`src/rtl/univ_shift_reg.sv`:
```
// Parametrised universal shift register with hold/shift/rotate/load modes,
// clock enable, and an autonomous multi-position burst shifter.
module univ_shift_reg #(
  parameter int unsigned N  = 8,
  parameter int unsigned LW = $clog2(N + 1)
) (
  input  logic          clk,
  input  logic          reset_n,
  input  logic          en,
  input  logic [2:0]    mode,
  input  logic [N-1:0]  d,
  input  logic          sin_r,
  input  logic          sin_l,
  input  logic          start,
  input  logic [LW-1:0] burst_len,
  input  logic          burst_dir,
  output logic [N-1:0]  q,
  output logic          sout_r,
  output logic          sout_l,
  output logic          busy,
  output logic          done
);

  localparam logic [2:0] MODE_SHR  = 3'b001;
  localparam logic [2:0] MODE_SHL  = 3'b010;
  localparam logic [2:0] MODE_ROR  = 3'b011;
  localparam logic [2:0] MODE_ROL  = 3'b100;
  localparam logic [2:0] MODE_LOAD = 3'b101;
  localparam logic [2:0] MODE_ASR  = 3'b110;

  typedef enum logic {IDLE = 1'b0, RUN = 1'b1} state_t;

  state_t        state;
  logic [LW-1:0] cnt;
  logic          dir;
  logic [LW-1:0] len_clamped;

  // Requested burst lengths beyond the register width saturate at N.
  always_comb begin
    len_clamped = burst_len;
    if (burst_len > LW'(N)) len_clamped = LW'(N);
  end

  assign sout_r = q[0];
  assign sout_l = q[N-1];

  always_ff @(posedge clk) begin
    if (!reset_n) begin
      state <= IDLE;
      q     <= '0;
      cnt   <= '0;
      dir   <= 1'b0;
      busy  <= 1'b0;
      done  <= 1'b0;
    end else begin
      done <= 1'b0;
      if (en) begin
        case (state)
          IDLE: begin
            if (start) begin
              // A zero-length burst completes immediately without shifting.
              if (len_clamped == '0) begin
                done <= 1'b1;
              end else begin
                cnt   <= len_clamped;
                dir   <= burst_dir;
                busy  <= 1'b1;
                state <= RUN;
              end
            end else begin
              case (mode)
                MODE_SHR:  q <= {sin_r, q[N-1:1]};
                MODE_SHL:  q <= {q[N-2:0], sin_l};
                MODE_ROR:  q <= {q[0], q[N-1:1]};
                MODE_ROL:  q <= {q[N-2:0], q[N-1]};
                MODE_LOAD: q <= d;
                MODE_ASR:  q <= {q[N-1], q[N-1:1]};
                default:   q <= q;
              endcase
            end
          end
          RUN: begin
            q   <= dir ? {q[N-2:0], sin_l} : {sin_r, q[N-1:1]};
            cnt <= cnt - LW'(1);
            if (cnt == LW'(1)) begin
              busy  <= 1'b0;
              done  <= 1'b1;
              state <= IDLE;
            end
          end
          default: state <= IDLE;
        endcase
      end
    end
  end

endmodule

```
`config.mk`:
```
export PLATFORM = sky130hd
export DESIGN_NAME = univ_shift_reg
export DESIGN_NICKNAME = d
export VERILOG_FILES = /design/src/rtl/univ_shift_reg.sv
export SDC_FILE = /design/constraint.sdc
export NUM_CORES = 1
export LEC_CHECK = 0
export BUFFER_PORTS_ARGS = -buffer_cell sky130_fd_sc_hd__buf_2
export CORE_ASPECT_RATIO = 1.2
export CORE_MARGIN = 1.5
export CORE_UTILIZATION = 45
export CTS_BUF_LIST = sky130_fd_sc_hd__clkbuf_4 sky130_fd_sc_hd__clkbuf_8
export DETAILED_ROUTE_END_ITERATION = 10
export GPL_TIMING_DRIVEN = 0
export PLACE_DENSITY = 0.67
export SLEW_MARGIN = 10
export SYNTH_ARGS = -nofsm -noshare
export SYNTH_HDL_FRONTEND = slang
export SYNTH_SLANG_ARGS = --single-unit
```
`constraint.sdc`:
```
create_clock -name clk -period 2.7 [get_ports clk]
set_clock_uncertainty 0.2 [all_clocks]
set_input_delay 0.54 -clock clk [delete_from_list [all_inputs] [get_ports clk]]
set_output_delay 0.54 -clock clk [all_outputs]
set_load 0.01 [all_outputs]
```
# After elaboration in Yosys (flattened, before gate mapping)
# Cells that the tools add are included.
[word_totals]
regBits = 16
latch_bits = 0
mem_bits_rw = 0
romBits = 0
input_bits = 22
out_inout_bits = 12
elab_cells = 52
n_memories = 0
[classes]
add_sub_neg = 1
n_mul = 0
n_div = 0
order_cmp = 1
eq_ne = 14
n_shift = 0
n_mux = 20
n_bitwise = 2
reduce_logical = 7
[op_table]
columns = ["operator", "n"]
rows = [
  ["$pmux 8 s6", 1],
  ["$mux 8", 2],
  ["$pmux 8 s2", 1],
  ["$mux 4", 3],
  ["$reduce_and 4->1", 3],
  ["$eq 3x3->1 const B", 3],
  ["$mux 1", 9],
  ["$ne 2x2->1 const B", 4],
  ["$pmux 4 s2", 1],
  ["$ne 7x1->1 const B", 1],
  ["$eq 3x2->1 const B", 2],
  ["$ne 6x1->1 const B", 1],
  ["$pmux 1 s2", 3],
  ["$reduce_and 3->1", 2],
  ["$eq 4x1->1 const B", 1],
  ["$gt 4x4->1 const B", 1],
  ["$logic_not 4->1", 1],
  ["$sub 4x1->4 const B", 1],
  ["$eq 3x1->1 const B", 1],
  ["$ne 2x1->1 const B", 1],
  ["$not 1->1", 2],
  ["$reduce_and 2->1", 1],
]

# Depth between registers and ports, before layout
# Gate-level depths: netlist of the first run.
[depth]
depth_word = 6
mapped_depth = 7
mapped_depth_nobuf = 6

# Worst setup path before layout of the first run
# Ideal clock, no wire load.
[synth_timing]
kind = "input-to-reg"
startpoint = "in burst_len[2]"
endpoint = "reg cnt[1]"
setup_time_ps = 73
arrival_time_ps = 1602
required_ps = 2427
setup_slack_ps = 826
cell_stages = 5
n_path_buf = 0
cell_sequence = "or4_4 > and3_4 > a21oi_4 > a221oi_1 > nor3b_2"
[synth_via]
elab_chain_cells = 5
elab_cells_between_ends = 8
cone_classes = "order compare: 1; eq/ne: 1; mux: 4; reduce/logical: 2"
[synth_lines]
columns = ["element", "line", "source"]
rows = [
  ["from (decl)", "15", "input logic [LW-1:0] burst_len,"],
  ["$gt 4x4->1", "41", "if (burst_len > LW'(N)) len_clamped = LW'(N);"],
  ["$mux 4 (*)", "41", ""],
  ["$logic_not 4->1 / $mux 4 (equally long branches)", "62", "if (len_clamped == '0) begin"],
  ["$ne 2x2->1 (no line) / $mux 4 (equally long branches)", "--", ""],
  ["$reduce_and 3->1 (no line) / $pmux 4 s2 (equally long branches)", "--", ""],
  ["to (signal assigned)", "65", "cnt <= len_clamped;"],
  ["to (signal assigned)", "84", "cnt <= cnt - LW'(1);"],
  ["to (decl)", "34", "logic [LW-1:0] cnt;"],
]
# Every way passes the cells marked *; elsewhere a longest branch is shown, timed or not. The select of a mux whose other input is x is not followed.
# A chain may end at the register's enable or synchronous reset.

# Worst setup path in the final report of the first run
[layout_timing]
startpoint = "reg dir"
endpoint = "reg q[1]"
[layout_via]
elab_chain_cells = 2
[layout_lines]
columns = ["element", "line", "source"]
rows = [
  ["from (decl)", "35", "logic dir;"],
  ["from (signal assigned)", "66", "dir <= burst_dir;"],
  ["$mux 8", "83", "q <= dir ? {q[N-2:0], sin_l} : {sin_r, q[N-1:1]};"],
  ["$pmux 8 s2", "58", "case (state)"],
  ["to (signal assigned)", "72", "MODE_SHR: q <= {sin_r, q[N-1:1]};"],
  ["to (signal assigned)", "73", "MODE_SHL: q <= {q[N-2:0], sin_l};"],
  ["to (signal assigned)", "83", ""],
  ["to (decl)", "17", "output logic [N-1:0] q,"],
]
# Every way passes these cells.

==> metrics, run 1 <==
outcome completed; largest net degree at the start of global routing 11; Max VDD drop around 0.0003 V; Worst Hold Path EP dir; total setup buffers inserted after CTS 0; yosys warns 0; Mapped Area 1270 um2; layout cells sized above 1 27.2%; Avg Cell Area, Syn about 7.6 um2; final setup margin between 0.8 and 0.9 ns; Tot GR Track Use 25.5%; hold path start burst_dir; fmax between 0.5 and 0.6 GHz; row count 20; reg2reg path depth 5; crit-path cells clkbuf_1 > mux2_2 > o21ai_0 > nor4b_1 > o21a_1; Crit. End Element flip-flop; crit path DAT 1.88 ns; Avg WL per Cell 15.1 um; number of nets in the layout around 230; # port buffers 30; fin crit share between 60% and 70%; Post-Place Cells approximately 230; top cells by area, synth dfxtp_1 (25%), nand2_1 (5.9%), mux2i_1 (5.5%); Via density around 5.9; R2R Path Start dir; die area between 3000 and 4000 um2; TritonCTS clock tree built; crit path from dir; Sum Neg Setup Slack 0 ns; Starting Density 48.9%; Worst setup SP type flip-flop; sequential area share after synthesis 25.2%; clk slew on worst S/H paths around 0.1 ns; synthesized net count 192; chip width just over 50 um; diodes inserted 0; P_leak 0.623 nW; Final Hold Vio Count 0; Synth Register Bits 16; cell accounting for the most synthesized area dfxtp_1; WS Path Type flip-flop to flip-flop; chip height slightly above 60 um; GRT overflow 0; slew margin rel. 61.8%; total CTS buffers 3; crit path time final roughly 1.8 ns; routability cong. roughly 0.84; most frequent cell after synthesis nand2_1; Final ANT Viol Nets 0; initial antenna violation count 0; Max Root-Sink Buffers 2; Post-Layout Cell Count between 200 and 250; vias in the first global route approximately 1400; largest stage delay on the critical path 0.45 ns; count of hold-fix buffers inserted at cts 0; worst reg2reg endpoint q[1]; Max Slew Vio Count 0; core area 2600 um2; via count between 1000 and 1500; PostCTS Resize Cnt 0; CTS Root Cell clkbuf_4; Post-Route WL 3.55 mm; DRT iter0 DRCs 39; pwr/cell area about 430 nW/um2; async set-reset flop share out of synthesis 0%; Ports 34; worst slew pin tran approximately 0.57 ns; Area Overhead vs Synth 17.9%; hpwl dp 2.64 mm; total of max-cap violations 0; synth cell count leaders nand2_1 (20), dfxtp_1 (16), nor2_1 (12); Place WS roughly 0.56 ns; Setup-failing EPs final 0; cells after synthesis around 170; DRT Pass-1 Iters 4; R2R Setup Slk between 0.8 and 0.9 ns; CTS Sinks 16; CP max FO 9; share of the synthesized area in the top cell type approximately a quarter; Hold WC Path Type primary input to flip-flop; slowest CP cell clkbuf_1; CP required between 2 and 3 ns; RSZ-0062 raised after global routing no; global-route wire length before repair about 6.0 mm; residual DRC count 0; Main synth FF type dfxtp_1; hold depth 3; worst skew pair latency 0.30 ns; Post-synth EDFFs 0; htree depth 1; Netlist cell types 48
## sequential cells by signal (all words and copies together) (netlist names)
signal and cells:
busy 1, q 8, done 1, dir 1, cnt 4, state 1
## final cells by class
cell class,count,area [um2]
tap,33,41.3
multi-input combinational,131,846
inverter,5,18.8
fill,273,1100
buffer,16,87.6
sequential,16,320
timing repair buffer,30,150
clock buffer,4,36.3
## logic make-up after synthesis
group / synth area share (%)
AO/OA/AOI/OAI: 26.5
XOR/XNOR: 0.688
adder cells (fa/ha/maj): 2.75
buffers and inverters: 8.36
flip-flops: 25.2
multiplexers: 9.05
AND/OR/NAND/NOR: 27.5
## layer usage
| metal | track usage [%] | wire [um] | vias up |
|---|---|---|---|
| met4 | 15.4 | 116 | 0 |
| met1 | 28.5 | 1480 | 640 |
| met5 | 0 | 0 | - |
| met3 | 3.16 | 192 | 12 |
| met2 | 46.5 | 1760 | 52 |
| li1 | - | - | 683 |
## stage by stage
step                      area, um2  power [W]  utilization, %  hold slack, ns
after floorplan                1270   0.000419               -           0.253
after detailed placement       1460   0.000483            56.3           0.273
final                          1500   0.000646            57.6           0.274
after global placement         1460   0.000477            56.3           0.272
after global routing           1500   0.000691            57.6           0.277
after CTS                      1500   0.000648            57.6           0.272
## placed cells by master, fill, tap and decap left out, types with 2 or more instances in the layout
cell      netlist  final
clkbuf_1        3      3
nand2b_1        2      2
mux2i_1         7      7
buf_2           7     37
nand3_1         4      4
clkbuf_4        0      3
dfxtp_1        16     16
a21oi_1         8      8
o221ai_1        4      4
o22a_1          2      2
nor3_1         11     11
mux2_2          4      4
nor2_1         12     12
o22ai_1         5      5
nand2_1        20     20
ha_1            2      2
o21a_1          2      2
o21ai_1         2      2
nor2b_1         5      5
o21ai_0        10     10
nor4_1          2      2
a21boi_1        3      3
and3_1          2      2
buf_4           5      5
inv_1           5      5
a22oi_1         2      2
## worst max path at each step
stage,endpoint,slack [ns],depth (start not counted)
floorplan,cnt[1],0.83,5
global placement,q[1],0.62,8
detailed placement,q[1],0.56,8
CTS,q[1],0.86,5
global route,q[1],0.75,5
finish,q[1],0.88,5
## report_power, final
part           internal [W]  switching (W)
logic             0.0000927       0.000111
clock network     0.0000823      0.0000838
registers          0.000253      0.0000229
## worst max-delay path: cells and delay by family (launching register included)
kind            cells  cell delay [ns]
mux                 1             0.28
simple gates        1             0.30
flops               1             0.32
compound gates      2             0.23
buf+inv             1             0.45
Power figures use the tool's default switching activity.
==> inputs of run 2 (changes only) <==
--- a/config.mk
+++ b/config.mk
@@ -5,6 +5,7 @@
 export SDC_FILE = /design/constraint.sdc
 export NUM_CORES = 1
 export LEC_CHECK = 0
+export ABC_AREA = 1
 export BUFFER_PORTS_ARGS = -buffer_cell sky130_fd_sc_hd__buf_2
 export CORE_ASPECT_RATIO = 1.2
 export CORE_MARGIN = 1.5
@@ -12,7 +13,7 @@
 export CTS_BUF_LIST = sky130_fd_sc_hd__clkbuf_4 sky130_fd_sc_hd__clkbuf_8
 export DETAILED_ROUTE_END_ITERATION = 10
 export GPL_TIMING_DRIVEN = 0
-export PLACE_DENSITY = 0.67
+export PLACE_DENSITY = 0.7
 export SLEW_MARGIN = 10
 export SYNTH_ARGS = -nofsm -noshare
 export SYNTH_HDL_FRONTEND = slang
==> constraint.sdc (replaced) <==
create_clock -name clk -period 1.6 [get_ports clk]
set_clock_uncertainty 0.2 [all_clocks]
set_input_delay 0.32 -clock clk [delete_from_list [all_inputs] [get_ports clk]]
set_output_delay 0.32 -clock clk [all_outputs]
set_load 0.01 [all_outputs]
==> run 2 against run 1 <==
- non-clock buffer count decreased by 6
- area after synthesis decreased by 3.3%
- total power increased by 72%
- register-to-register slack got worse by 0.75 ns
- global-route usage decreased by 2.6 points
- clock power increased by 66%
- combinational power increased by 75%
- first-iteration DRC count increased by 33%
- synthesized cell count increased by 24%
- sequential share of layout area increased by 0.50 points
==> metrics, run 2 <==
slowest CP cell dfxtp_1; RSZ-0062 raised after global routing no; synth cell count leaders nand2_1 (62), inv_1 (26), nand3_1 (22); Ports 34 (unchanged); Avg Cell Area, Syn 5.91 um2 (-22%); Fill cells 280 (+2.6%); CTS Root Cell clkbuf_4; PostCTS Resize Cnt 0 (unchanged); htree depth 1 (unchanged); crit path time final ~1.5 ns; chip height 60.3 um (-1.6%); Setup-failing EPs final 0 (unchanged); commonest non-fill, non-tap cell in the layout nand2_1; worst skew pair latency 0.28 ns (-0.02 ns); fin crit share around 95%; Clock Power Share 24.7% (-1.0 points); Max VDD drop 0.000416 V (+40%); initial antenna violation count 0 (unchanged); top cells by area, synth dfxtp_1 (26%), nand2_1 (19%), nand3_1 (9.0%); clk slew on worst S/H paths 0.10 ns (about the same); pwr/cell area 755 nW/um2 (+75%); Final Hold Vio Count 0 (unchanged); crit-path cells buf_4 > buf_2; hpwl dp 2.28 mm (-14%); Sum Neg Setup Slack 0 ns (unchanged); Crit. End Element primary output; GRT overflow 0 (unchanged); WS Path Type flip-flop to primary output; Switching Share 35.6% (+1.9 points); total CTS buffers 3 (unchanged); via count 1408 (+1.5%); most frequent cell after synthesis nand2_1; post-layout util 57.1% (-0.56 points); layout cells sized above 1 23.5% (-3.8 points); DRT Pass-1 Iters 4 (unchanged); combinational power share 32.2% (+0.6 points); Buf/Inv on CP 2 (+1); crit path DAT 1.00 ns (-0.88 ns); yosys warns 0 (unchanged); Netlist cell types 22 (-54%); routability cong. 0.801 (-4.2%); row count 20 (unchanged); diodes inserted 0 (unchanged); Top delay family on crit path flip-flops; Main synth FF type dfxtp_1; Post-synth EDFFs 0 (unchanged); Biggest register q; largest stage delay on the critical path 0.45 ns (about the same); Largest register FFs 8 (unchanged); core area 2580 um2 (-0.96%); Mapped Area 1230 um2 (-3.3%); chip width 50.7 um (-1.6%); Starting Density 47.7% (-1.2 points); Area Overhead vs Synth 19.6%; residual DRC count 0 (unchanged); sequential area share after synthesis 26.0% (+0.87 points); largest net degree at the start of global routing 11 (unchanged); cell accounting for the most synthesized area dfxtp_1; Post-Route WL 3.09 mm (-13%); DRT iter0 DRCs 52 (+33%); cells after synthesis 208 (+24%); Internal Power 0.000715 W (+67%); async set-reset flop share out of synthesis 0% (unchanged); # port buffers 31 (+3.3%); CP required 1.08 ns (-1.67 ns); Synth Register Bits 16 (unchanged); die area 3060 um2 (-3.2%); global-route wire length before repair 5.31 mm (-12%); share of the synthesized area in the top cell type 26.0% (+0.87 points); CTS Sinks 16 (unchanged); TritonCTS clock tree built; count of hold-fix buffers inserted at cts 0 (unchanged); Worst setup SP type flip-flop; most frequent cells in the layout nand2_1 (62), buf_2 (36), inv_1 (26); slew margin rel. 67.9% (+6.1 points); R2R Path Start state; total of max-cap violations 0 (unchanged); Max Root-Sink Buffers 2 (unchanged); outcome completed; biggest registers after layout q x8, cnt x4; crit path from q[7]; vias in the first global route 1284 (-5.4%); sequential group share of total power 43.0% (+0.3 points); number of nets in the layout 268 (+18%); Hold WC Path Type primary input to flip-flop; CP max FO 6 (-3); Avg WL per Cell 11.2 um (-26%); Final ANT Viol Nets 0 (unchanged); synthesized net count 232 (+21%); worst slew pin tran 0.482 ns (-0.0917 ns); total setup buffers inserted after CTS 0 (unchanged); Psw 0.000396 W (+81%); P_leak 0.796 nW (+28%); Tot GR Track Use 23.0% (-2.6 points); hold path start en; fmax about 0.66 GHz; Via density 5.10 (-14%); Max Slew Vio Count 0 (unchanged)
run 2: metrics by stage:
stage                     setup WS (ns)  power [W]  instances  cell area, um2  hold slack (ns)
after floorplan                   0.223   0.000729        208            1230            0.241
after global placement           0.0427   0.000838        272            1430            0.253
after detailed placement         0.0295   0.000842        272            1430            0.259
after CTS                       0.00491    0.00112        276            1460           0.0714
after global routing             0.0379    0.00120        276            1470           0.0683
final                            0.0846    0.00111        276            1470           0.0819
run 2: power by group through the flow:
stage | clock network (W) | logic, W | registers (W)
after global placement | 0 | 0.000352 | 0.000485
after CTS | 0.000285 | 0.000357 | 0.000477
final | 0.000275 | 0.000358 | 0.000478
after floorplan | 0 | 0.000245 | 0.000484
after global routing | 0.000306 | 0.000408 | 0.000484
after detailed placement | 0 | 0.000356 | 0.000486
run 2: layout make-up:
cell class,count,area [um2],area share (%)
clock buffers,4,36.3,2.47
inverters,28,105,7.14
multi-input cells,155,757,51.4
repair buffers,31,155,10.5
flip-flops and latches,16,322,21.9
plain buffers,9,55.1,3.74
well taps,33,41.3,2.81
run 2: worst paths after layout:
check         end  slack, ns  cells past startpoint
min          done       0.08                      3
min reg2reg  busy       0.27                      2
max reg2reg  q[5]       0.13                      6
max          q[7]       0.08                      2
run 2: cells by family (layout without fill, tap and decap cells):
| logic type | count (synthesis) | count (layout) | synth area share, % |
|---|---|---|---|
| buf+inv | 37 | 72 | 13.0 |
| fa+ha+maj | 2 | 2 | 2.03 |
| simple gates | 110 | 110 | 38.1 |
| xor+xnor | 1 | 1 | 0.712 |
| flops | 16 | 16 | 26.0 |
| compound gates | 42 | 42 | 20.0 |
run 2: tightest hold or removal path, cell delays in order:
cell,delay [ns]
buf_2,0.12
nand2_1,0.06
nor2_1,0.03
run 2: routing by layer:
metal,share of wire (%),track usage [%],vias to the layer above,wire length [um]
met5,0,0,-,0
met4,1.3,8.11,0,39
met3,3.8,2.75,4,119
met2,50,44.0,32,1560
met1,44,26.1,636,1370
li1,-,-,736,-
